**src/rtl/mux_n_1_pkg.sv**
```systemverilog
// Shared encodings for the N:1 stream mux: mode values, output FSM states,
// and the channel-index width helper.
package mux_n_1_pkg;

  localparam logic MODE_FIXED = 1'b0;
  localparam logic MODE_RR    = 1'b1;

  typedef enum logic {
    ST_EMPTY = 1'b0,
    ST_FULL  = 1'b1
  } state_e;

  function automatic int sel_width(input int n);
    return (n < 2) ? 1 : $clog2(n);
  endfunction

endpackage

```
**src/rtl/mux_n_1_rr_arb.sv**
```systemverilog
// Round-robin search: first requesting channel at or after ptr, wrapping mod N.
module mux_n_1_rr_arb #(
  parameter int N  = 8,
  parameter int SW = 3
) (
  input  logic [N-1:0]  req,
  input  logic [SW-1:0] ptr,
  output logic [SW-1:0] grant,
  output logic          any
);

  function automatic logic [SW-1:0] wrap_add(input logic [SW-1:0] base, input int off);
    int t;
    t = int'(base) + off;
    if (t >= N) t = t - N;
    return SW'(t);
  endfunction

  // Scan from farthest to nearest so the nearest requester is the last write.
  always_comb begin
    grant = '0;
    any   = 1'b0;
    for (int k = N - 1; k >= 0; k--) begin
      if (req[wrap_add(ptr, k)]) begin
        grant = wrap_add(ptr, k);
        any   = 1'b1;
      end
    end
  end

endmodule

```
**src/rtl/mux_n_1_stream.sv**
```systemverilog
// N:1 valid/ready stream mux with a one-word registered output stage.
// Define MUX_N_1_STREAM_RR_EN to add the mode port and round-robin arbitration.
//   state    | meaning
//   ST_EMPTY | no word held, y_valid=0
//   ST_FULL  | word held in y/y_sel, y_valid=1
module mux_n_1_stream
  import mux_n_1_pkg::*;
#(
  parameter int N = 8,
  parameter int W = 3,
  localparam int SW = sel_width(N)
) (
  input  logic            clk,
  input  logic            rst_n,
  input  logic [SW-1:0]   s,
`ifdef MUX_N_1_STREAM_RR_EN
  input  logic            mode,
`endif
  input  logic [N*W-1:0]  d,
  input  logic [N-1:0]    d_valid,
  output logic [N-1:0]    d_ready,
  output logic [W-1:0]    y,
  output logic [SW-1:0]   y_sel,
  output logic            y_valid,
  input  logic            y_ready
);

  state_e          state_q, state_d;
  logic [W-1:0]    y_q, y_d;
  logic [SW-1:0]   sel_q, sel_d;
  logic [SW-1:0]   c;
  logic            sel_ok;
  logic            accept;
  logic            xfer;
  logic [W-1:0]    d_sel;
  logic            dv_sel;

`ifdef MUX_N_1_STREAM_RR_EN
  logic [SW-1:0]   ptr_q, ptr_d;
  logic [SW-1:0]   rr_grant;
  logic            rr_any;
  logic            use_rr;

  mux_n_1_rr_arb #(.N(N), .SW(SW)) u_rr_arb (
    .req   (d_valid),
    .ptr   (ptr_q),
    .grant (rr_grant),
    .any   (rr_any)
  );

  assign use_rr = (mode == MODE_RR);
  assign c      = use_rr ? rr_grant : s;
  assign sel_ok = use_rr ? rr_any : (int'(s) < N);
`else
  assign c      = s;
  assign sel_ok = (int'(s) < N);
`endif

  // rst_n gates accept so no channel sees ready while reset is held.
  assign accept = rst_n & ((state_q == ST_EMPTY) | y_ready);

  always_comb begin
    d_ready = '0;
    d_sel   = '0;
    dv_sel  = 1'b0;
    for (int i = 0; i < N; i++) begin
      if (c == SW'(i)) begin
        d_ready[i] = accept & sel_ok;
        d_sel      = d[i*W +: W];
        dv_sel     = d_valid[i];
      end
    end
  end

  assign xfer = accept & sel_ok & dv_sel;

  always_comb begin
    state_d = state_q;
    y_d     = y_q;
    sel_d   = sel_q;
`ifdef MUX_N_1_STREAM_RR_EN
    ptr_d   = ptr_q;
`endif
    if (xfer) begin
      state_d = ST_FULL;
      y_d     = d_sel;
      sel_d   = c;
`ifdef MUX_N_1_STREAM_RR_EN
      if (use_rr) ptr_d = (c == SW'(N - 1)) ? '0 : c + 1'b1;
`endif
    end else if (state_q == ST_FULL && y_ready) begin
      state_d = ST_EMPTY;
    end
  end

  always_ff @(posedge clk or negedge rst_n) begin
    if (!rst_n) begin
      state_q <= ST_EMPTY;
      y_q     <= '0;
      sel_q   <= '0;
`ifdef MUX_N_1_STREAM_RR_EN
      ptr_q   <= '0;
`endif
    end else begin
      state_q <= state_d;
      y_q     <= y_d;
      sel_q   <= sel_d;
`ifdef MUX_N_1_STREAM_RR_EN
      ptr_q   <= ptr_d;
`endif
    end
  end

  assign y       = y_q;
  assign y_sel   = sel_q;
  assign y_valid = (state_q == ST_FULL);

endmodule

```
**config.mk**
```make
export PLATFORM = sky130hd
export DESIGN_NAME = mux_n_1_stream
export DESIGN_NICKNAME = d
export VERILOG_FILES = /design/src/rtl/mux_n_1_pkg.sv /design/src/rtl/mux_n_1_rr_arb.sv /design/src/rtl/mux_n_1_stream.sv
export SDC_FILE = /design/constraint.sdc
export NUM_CORES = 1
export LEC_CHECK = 0
export CORE_ASPECT_RATIO = 0.7
export CORE_MARGIN = 4
export CORE_UTILIZATION = 36
export CTS_CLUSTER_DIAMETER = 40
export DETAILED_ROUTE_END_ITERATION = 8
export PLACE_DENSITY_LB_ADDON = 0.05
export SLEW_MARGIN = 20
export SYNTH_ARGS = -nofsm -noshare
export SYNTH_HDL_FRONTEND = slang
export SYNTH_SLANG_ARGS = --single-unit
```
**constraint.sdc**
```tcl
create_clock -name clk -period 1.8 [get_ports clk]
set_input_delay 0.36 -clock clk [delete_from_list [all_inputs] [get_ports clk]]
set_output_delay 0.36 -clock clk [all_outputs]
set_load 0.03 [all_outputs]
```
# [Word-level counts from Yosys, hierarchy flattened]
# Index checks and enable logic that the tools add are counted.
[classes] mux=26 eq_ne=7 bitwise_logic=4 reduce_logical=3
[ops] operator="3-bit two-way mux" n=8
[ops] operator="1-bit two-way mux" n=18
[ops] operator="3-bit == test (second input constant)" n=4
[ops] operator="3-bit by 2-bit == test with 1-bit output (second input constant)" n=2
[ops] operator="3-bit by 1-bit == test with 1-bit output (second input constant)" n=1
[ops] operator="3-bit logical NOT" n=1
[ops] operator="1-bit AND" n=2
[ops] operator="2-bit nonzero test" n=1
[ops] operator="1-bit logical AND" n=1
[ops] operator="1-bit NOT" n=1
[ops] operator="1-bit OR" n=1
[word_totals] in_bits=38 elab_cells=43 output_inout_bits=15 reg_bits=7

# [Longest topological paths before layout]
# Gate-level depths: netlist of the first run.
[logic_depth] depth_word=11 ltp_mapped=6 depth_no_buf=4

# [Worst setup path after synthesis of the first run]
# OpenSTA, ideal clock, no wires.
[synth_timing] path_kind="input to output" startpoint="in s[2]" endpoint="out d_ready[4]" required_ps=1440 path_slack_ps=-73 t_arrival_ps=1513 cell_stages=4 n_path_buf=2 path_cell_list="buf_4 -> buf_2 -> nand3_1 -> nor3_1"
[synth_via] elab_chain_len=2
[synth_rtl] element="from (decl)" line_no="mux_n_1_stream.sv:15" rtl="input logic [SW-1:0] s,"
[synth_rtl] element="3-bit == test" line_no="mux_n_1_stream.sv:67" rtl="if (c == SW'(i)) begin"
[synth_rtl] element="1-bit two-way mux" line_no="mux_n_1_stream.sv:67"
[synth_rtl] element="to (decl)" line_no="mux_n_1_stream.sv:21" rtl="output logic [N-1:0] d_ready,"
# No other way between the ends.

# [Worst setup path in the final report of the first run]
[layout_timing] startpoint="in d_valid[4]" endpoint="reg y_q[2] (netlist: y[2])"
[layout_via] elab_chain_len=5
[layout_rtl] element="from (decl)" line_no="mux_n_1_stream.sv:20" rtl="input logic [N-1:0] d_valid,"
[layout_rtl] element="1-bit two-way mux (4 in series)" line_no="mux_n_1_stream.sv:67"
[layout_rtl] element="1-bit AND" line_no="mux_n_1_stream.sv:75" rtl="assign xfer = accept & sel_ok & dv_sel;"
[layout_rtl] element="to (signal assigned)" line_no="mux_n_1_stream.sv:106" rtl="y_q <= y_d;"
[layout_rtl] element="to (decl)" line_no="mux_n_1_stream.sv:29" rtl="logic [W-1:0] y_q, y_d;"
# No other way between the ends.
# A chain may end at the register's enable or synchronous reset.

==> results by group, run 1 <==
Timing
  – Post-route clock period utilization: 98.9%
  – Final Hold Viols: 0
  – Slew Limit Fails: 0
  – Tightest Pin Transition: between 0.3 and 0.4 ns
  – Minimum clock period: about 1.8 ns
  – Max transition margin: 75.7%
  – Max Freq: around 560 MHz
  – Setup Skew: 0.00169 ns
  – Final setup violating endpoints: 0
  – Setup TNS: 0 ns
  – Hold slack final: roughly 0.21 ns
  – Setup WS post-layout: ~0.02 ns

Yosys
  – Yosys top cell by area: dfrtp_1
  – Post-Syn Nets: between 100 and 150
  – Sequential cell area fraction in the yosys report: roughly 25%
  – Post-Syn Area: around 700 µm²
  – Mean post-synth cell area: 9.92 µm²
  – Post-synth ARST share: between 90% and 100%
  – Unique masters post-synth: 30
  – Syn Inst Count: slightly above 70
  – Yosys reg bits: 7
  – Top FF cell, synth: dfrtp_1
  – Post-synth top area share: between 20% and 30%
  – Number of synthesis warnings: 0
  – Top cells by area, synth: dfrtp_1, mux2_4, mux2i_1, nor2_1, mux4_1
  – Number of synthesized flops with an enable pin: 0

Pwr
  – Lkg Pwr: 0.672 nW
  – Switching share of power: 35.5%
  – Flop pwr share: 26.0%
  – Sw power: 0.314 mW
  – Power share of the combinational group: ~58%
  – Power Density: 614 nW/µm²
  – Clock power share: 16.1%
  – Cell-internal power: about 0.57 mW
  – Tot Pwr: 0.886 mW
  – Worst VDD drop: 0.522 mV

Global route
  – Number of global-route vias before repair: 866
  – Gr ovfl total: 0
  – Antenna violations before repair: 0
  – Largest net degree at the start of global routing: 10
  – First-pass GRT wire length: around 4.1 mm
  – Total GRT Usage: 20.6%

Place
  – Dpl cell area: 1340 µm²
  – Post-DP HPWL: 2.10 mm
  – Gpl congestion: 0.820
  – Place WS: -0.459 ns
  – Placed cells: 157
  – Buffers on Ports: 52

Finish
  – Fill cells: 135
  – Final Instance Area: 1440 µm²
  – FF/Latch Area: 175 µm²
  – N_diodes: 0
  – Final #Nets: about 180
  – Layout Utilization: 77.1%
  – Non-filler cells, final: 165
  – Multi-input gate area: 531 µm²
  – Share of cells above drive strength 1: roughly a third
  – Area growth from synthesis to layout: 102%

Job
  – Max_cap viols: 0

Floorplanning
  – Die ar.: 2770 µm²
  – Core area: roughly 1900 µm²
  – Row count: 13
  – Num ports: 53
  – Initial Util: 38.2%
  – Die Width: 61.2 µm
  – DIE HEIGHT: 45.3 µm

Route
  – DRC: 0
  – Vias: 856
  – Drt pass-1 iters: 4
  – Via-per-instance ratio: 5.19
  – Wire length per cell: roughly 16 µm
  – Total Wirelength: around 2.7 mm
  – Remaining antenna violation count: 0
  – Drt first-iter violations: 30

CTS
  – Root Buffer: clkbuf_4
  – CTS tree: yes
  – Clock sink count: 7
  – Clk buf depth: 2
  – CTS HTree Levels: 1
  – Clock Latency Late Sink: 0.25 ns
  – Clk slew on worst S/H paths: ~0.050 ns
  – CTS Buf Count: 3

Worst hold path
  – Path type of the worst min-delay path: input pin to async pin

Critical path
  – Critical path peak fanout: 7
  – Cells along the critical path: clkdlybuf4s50_1 > mux2_4 > or3_4 > o211ai_4 > buf_12 > mux2_4
  – Kind of critical path: input pin to flop
  – Cell mode on critical path: mux2_4
  – Crit end category: flop
  – Worst Path Required: 1.93 ns
  – R2r setup slk: 0.38 ns
  – Slowest stage delay, CP: 0.40 ns
  – Startpoint Class: input pin
  – CP Data Arrival Time: 1.91 ns
  – CP max-delay cell: clkdlybuf4s50_1

Outcome
  – Status: finished, final reports clean
state kept, by name, indices dropped and copies added, names as in the netlist:
register and flops:
y 3, y_sel 3, y_valid 1
worst paths after layout:
kind / startpoint / to / cells after the start
worst max-delay path: d_valid[4] / y[2] / 6
worst min-delay path: rst_n / y_sel[1] / 2
worst max register to register: y_valid / y[2] / 5
worst min register to register: y_sel[0] / y_sel[0] / 1
max in group asynchronous: rst_n / y_sel[0] / 2
min in group clk: y_sel[0] / y_sel[0] / 1
power by group through the flow:
stage	sequential [mW]	clock [mW]	combinational, mW
after detailed placement	0.229	0	0.492
after global routing	0.235	0.164	0.538
after CTS	0.229	0.148	0.509
final	0.231	0.142	0.513
after global placement	0.229	0	0.481
after floorplan	0.316	0	0.170
cells in the final DEF, fill, tap and decap left out, types with 2 or more instances in the layout:
cell type	netlist	routed
nand2b_1	3	2
dfrtp_1	7	7
buf_4	2	25
inv_1	2	2
nand3b_1	2	2
a21oi_1	3	3
nor2_1	8	7
clkbuf_4	0	3
mux2i_1	9	9
nand2_1	3	2
a211oi_1	2	2
dlygate4sd2_1	0	3
buf_6	1	2
nor3_2	0	2
clkdlybuf4s50_1	0	39
mux2_4	7	7
cells in the mapped netlist, types with 3 or more instances:
library cell	number
a21oi_1	3
buf_2	3
dfrtp_1	7
mux2_4	7
mux2i_1	9
nand2_1	3
nand2b_1	3
nor2_1	8
nor3_1	3
metal layers:
layer	part of all wire (%)	track usage, %	vias to the layer above
met2	51	38.4	41
met1	38	23.4	393
li1	-	-	414
met3	8.8	6.86	8
met4	2.0	2.60	0
met5	0	0	-
critical path: cells and delay by family:
| family | cells | cell delay [ns] |
|---|---|---|
| buffers and inverters | 2 | 0.55 |
| and+or+nand+nor | 1 | 0.34 |
| muxes | 2 | 0.57 |
| AOI/OAI and AO/OA | 1 | 0.09 |
timing repair:
action                     CTS  global route
pin swaps                    1             1
resized for setup           10             5
setup endpoints to repair   14            12
hold buffers                 0             0
buffers inserted             3             0
gates cloned                 1             0
layout make-up:
class | count | area share [%]
Timing Repair Buffer | 73 | 46.8
Tap cell | 22 | 1.91
Sequential cell | 7 | 12.2
Clock buffer | 4 | 1.82
Multi-Input combinational cell | 57 | 36.8
Inverter | 2 | 0.521
cells by family after synthesis:
kind of cell	share of synthesized area (%)
muxes	31.0
DFF	24.5
and+or+nand+nor	17.3
AOI/OAI and AO/OA	20.3
buffers and inverters	6.83
Note: power is estimated with default switching activity, not from simulation.
==> run 2: changes to the inputs <==
--- a/config.mk
+++ b/config.mk
@@ -9,6 +9,7 @@
 export CORE_MARGIN = 4
 export CORE_UTILIZATION = 36
 export CTS_CLUSTER_DIAMETER = 40
+export CTS_CLUSTER_SIZE = 28
 export DETAILED_ROUTE_END_ITERATION = 8
 export PLACE_DENSITY_LB_ADDON = 0.05
 export SLEW_MARGIN = 20
==> results of run 2 <==
Same layout as run 1: the final DEF is identical, and so are final timing and power.
==> RTL change 1, RTL diff (config.mk and constraints of run 1) <==
Make the reset (`rst_n`) synchronous in one clocked block.
--- a/src/rtl/mux_n_1_stream.sv
+++ b/src/rtl/mux_n_1_stream.sv
@@ -93,7 +93,7 @@
     end
   end
 
-  always_ff @(posedge clk or negedge rst_n) begin
+  always_ff @(posedge clk) begin
     if (!rst_n) begin
       state_q <= ST_EMPTY;
       y_q     <= '0;
Formal check against the unedited RTL: differs if rst_n is asserted again (counterexample within 4 cycles, from zero or initial values and one cycle with rst_n low); with rst_n held inactive, the same outputs for 10 cycles.
==> RTL change 1 against run 1 <==
- area after synthesis down 6.7%
- power fell by 26%
- non-clock buffer count is 2 lower
- final area decreased by 4.2%
- sequential power down 23%
- cell count up 6.1%
- setup slack got worse by 0.019 ns
- wire length decreased by 4.1%
- utilization up 5.8 points
- combinational power is 36% lower
- synthesized cell count increased by 19%
- sequential cell count is the same
- critical endpoint is now y[0]$_SDFFE_PN0P_
==> RTL change 1: results <==
set metrics [dict create \
    clk_latency_ns 0.25 \
    wire_per_inst_um 14.8 \
    hp-class "flop to flop" \
    synthTopCellsByArea "dfxtp_1 21%, mux4_2 10%, mux2i_1 6.0%" \
    startpoint "d_valid[3]" \
    synth.mux.area_fraction_pct 16.1 \
    numPortBuffers 52 \
    grtUsageTotal_pct 18.9 \
    status "completed" \
    r2r_start "y_valid$_SDFFE_PN0P_" \
    ys_seq_area_share_pct 21.0 \
    cpPeakStageDelay_ns 0.45 \
    cts_buffer_depth 2 \
    finalNonFillerCells 175 \
    via_per_inst 5.41 \
    tightest_slew_ns 0.366 \
    synth_compound_area_share_pct 28.3 \
    gp_congestion 0.839 \
    clock_skew_ns 0.00323 \
    synthAdderAreaFrac_pct 0 \
    place_ws_ns -0.466 \
    grt_pass1_vias 849 \
    syn_area_per_cell_um2 7.75 \
    synthArstFlopShare_pct 0 \
    grt_first_pass_wirelength_mm 3.67 \
    synthDistinctLibCells 36 \
    grt_max_degree 16 \
    drtIter0Drc 24 \
    drive_above_1_share_pct 29.9 \
    synth_ff_type "dfxtp_1" \
    hpwlAfterDp_mm 1.97 \
    p_leak_nw 0.577 \
    cts.clk_slew.worst_paths_ns 0.05 \
    nNetsFinal 193 \
    dp_cells 166 \
    synthTopCellsByCount "8 x nand2_1, 8 x nor2_1, 7 x dfxtp_1" \
    vdd_drop_max_mv 0.474 \
    syn-num-nets 124 \
    numCtsBuffers 3 \
    rr_worst_depth 8 \
    arrival_ns 1.99 \
    path_delay_family "compound AO/OA/AOI/OAI gates" \
]
==> RTL change 1: layer usage <==
metal | routed length [µm] | vias up | GRT usage, %
li1 | - | 459 | -
met1 | 983 | 431 | 20.0
met3 | 225 | 6 | 4.96
met4 | 36 | 0 | 6.79
met5 | 0 | - | 0
met2 | 1340 | 51 | 35.7
==> RTL change 1: worst reg2reg max path: stages, from the launching register on <==
cell and delay [ns]:
dfxtp_1 0.33, nand2b_4 0.10, buf_4 0.13, o311ai_1 0.12, a311oi_2 0.29, buf_4 0.20, buf_4 0.12, o2111ai_2 0.09
o21ai_2 0.07
==> RTL change 1: logic make-up (layout without fill, tap and decap cells) <==
logic type	after synthesis	count (layout)
AND/OR/NAND/NOR	34	34
multiplexers	7	7
flip-flops	7	7
buffers and inverters	12	80
AO/OA/AOI/OAI	26	26
==> RTL change 1: path summary, 6_finish.rpt <==
| path | to | slack (ns) |
|---|---|---|
| setup / recovery | y[0]$_SDFFE_PN0P_ | 0.0009 |
| hold / removal | y_sel[0]$_SDFFE_PN0P_ | 0.45 |
| setup reg to reg | y[0]$_SDFFE_PN0P_ | 0.28 |
| hold reg to reg | y_sel[0]$_SDFFE_PN0P_ | 0.45 |
==> RTL change 1: metrics by stage <==
step / cell area (µm²) / utilization, % / power, mW
after floorplan: 677 / - / 0.328
after global routing: 1380 / 82.9 / 0.695
after global placement: 1270 / 76.2 / 0.479
after detailed placement: 1270 / 76.2 / 0.485
after CTS: 1370 / 82.0 / 0.652
final: 1380 / 82.9 / 0.654
==> RTL change 1: power by group <==
group | switching [mW] | leakage, nW | internal, mW
clock network | 0.0642 | 0.0150 | 0.0850
registers | 0.00855 | 0.0577 | 0.171
logic | 0.146 | 0.504 | 0.180
==> RTL change 1: timing repair <==
| item | CTS | global route |
|---|---|---|
| buffers inserted | 4 | 1 |
| gates resized for setup | 19 | 2 |
| hold buffers | 0 | 0 |
| setup endpoints to repair | 15 | 8 |
| pin swaps | 2 | 3 |
==> RTL change 1: layout make-up <==
class,count,area [µm²]
clock buffers,4,26.3
flip-flops and latches,7,140
inverters,5,18.8
fillers,120,285
multi-input cells,67,517
repair buffers,71,653
well taps,21,26.3
==> RTL change 2, RTL diff (flow settings as in run 1) <==
Without the edit above. Change the parameter `W` from 3 to 6.
--- a/src/rtl/mux_n_1_stream.sv
+++ b/src/rtl/mux_n_1_stream.sv
@@ -7,7 +7,7 @@
   import mux_n_1_pkg::*;
 #(
   parameter int N = 8,
-  parameter int W = 3,
+  parameter int W = 6,
   localparam int SW = sel_width(N)
 ) (
   input  logic            clk,
Interface: changed (resized d and y); port bits go from 53 to 80. No check against the original RTL was run, so the function may have changed too.
==> RTL change 2 against run 1 <==
- count of clock-buffer cells in the layout shrank 1
- final area grew 43%
- hold slack gained 0.053 ns
- sequential share of layout area is essentially flat
- die area grew 33%
- power grew 43%
- sequential cell count grew 3
- wire length grew 48%
- synthesized cell count grew 68%
- setup slack gained 0.041 ns
- critical path type is now flop to output port
- area after synthesis grew 40%
- critical path depth shrank 1
- clock power grew 54%
==> RTL change 2: results <==
set metrics [dict create \
    sequentialPower_mw 0.329 \
    nNetsFinal 275 \
    hpwlAfterDp_mm 2.93 \
    synthDistinctLibCells 23 \
    clock_skew_ns 0.000382 \
    buffers 95 \
    ys_seq_area_share_pct 25.1 \
    regArea_um2 250 \
    critPathMaxFanout 4 \
    cpPeakStageDelay_ns 0.42 \
    synthTopCellsByCount "17 x nor2_1, 12 x mux2_2, 12 x nor2b_1" \
    gp_congestion 0.846 \
    syn-num-nets 183 \
    p_sw_share_pct 34.8 \
    clkPwrFrac_pct 17.3 \
    drive_above_1_share_pct 29.4 \
    r2r_setup_slack_ns 0.28 \
    numPortBuffers 79 \
    p_leak_nw 0.913 \
    nClkBuffers 3 \
    cp_slowest_cell "dfrtp_1" \
    status "completed" \
    total_power_mw 1.27 \
    startpoint "y_valid$_DFFE_PN0P_" \
    ys_seq_elements 10 \
    drtIter0Drc 77 \
    endpoint "d_ready[0]" \
]
[RTL change 2: cell types whose count changed in the layout (fill, tap and decap cells not counted), moves of 5 or more]
cell and change:
o21ai_0 +10, or2_2 +5, nand2_1 +6, clkdlybuf4s50_1 +19
dlygate4sd2_1 +5, mux2_2 +6, nor2_1 +9, nor2b_1 +10
a41o_1 +5
[RTL change 2: through the flow]
step                hold slack, ns  setup WS (ns)  area (µm²)
global route                 0.289        -0.0166        2060
CTS                          0.266        0.00148        2040
global placement             0.488         -0.576        1910
finish                       0.266         0.0612        2060
floorplan                   0.0644        -0.0579        1010
detailed placement           0.494         -0.666        1910
[RTL change 2: per-layer routing]
layer  global-route usage, %  vias up  wire, µm
li1                        -      607         -
met1                    26.5      593      1690
met2                    41.4       55      2030
met3                    5.02        6       252
met4                    2.81        0        23
met5                       0        -         0
[RTL change 2: worst max-delay path, delay by kind of cell (launching register included)]
kind,cells,cell delay (ns)
and+or+nand+nor,4,0.55
DFF,1,0.42
buffers and inverters,1,0.18
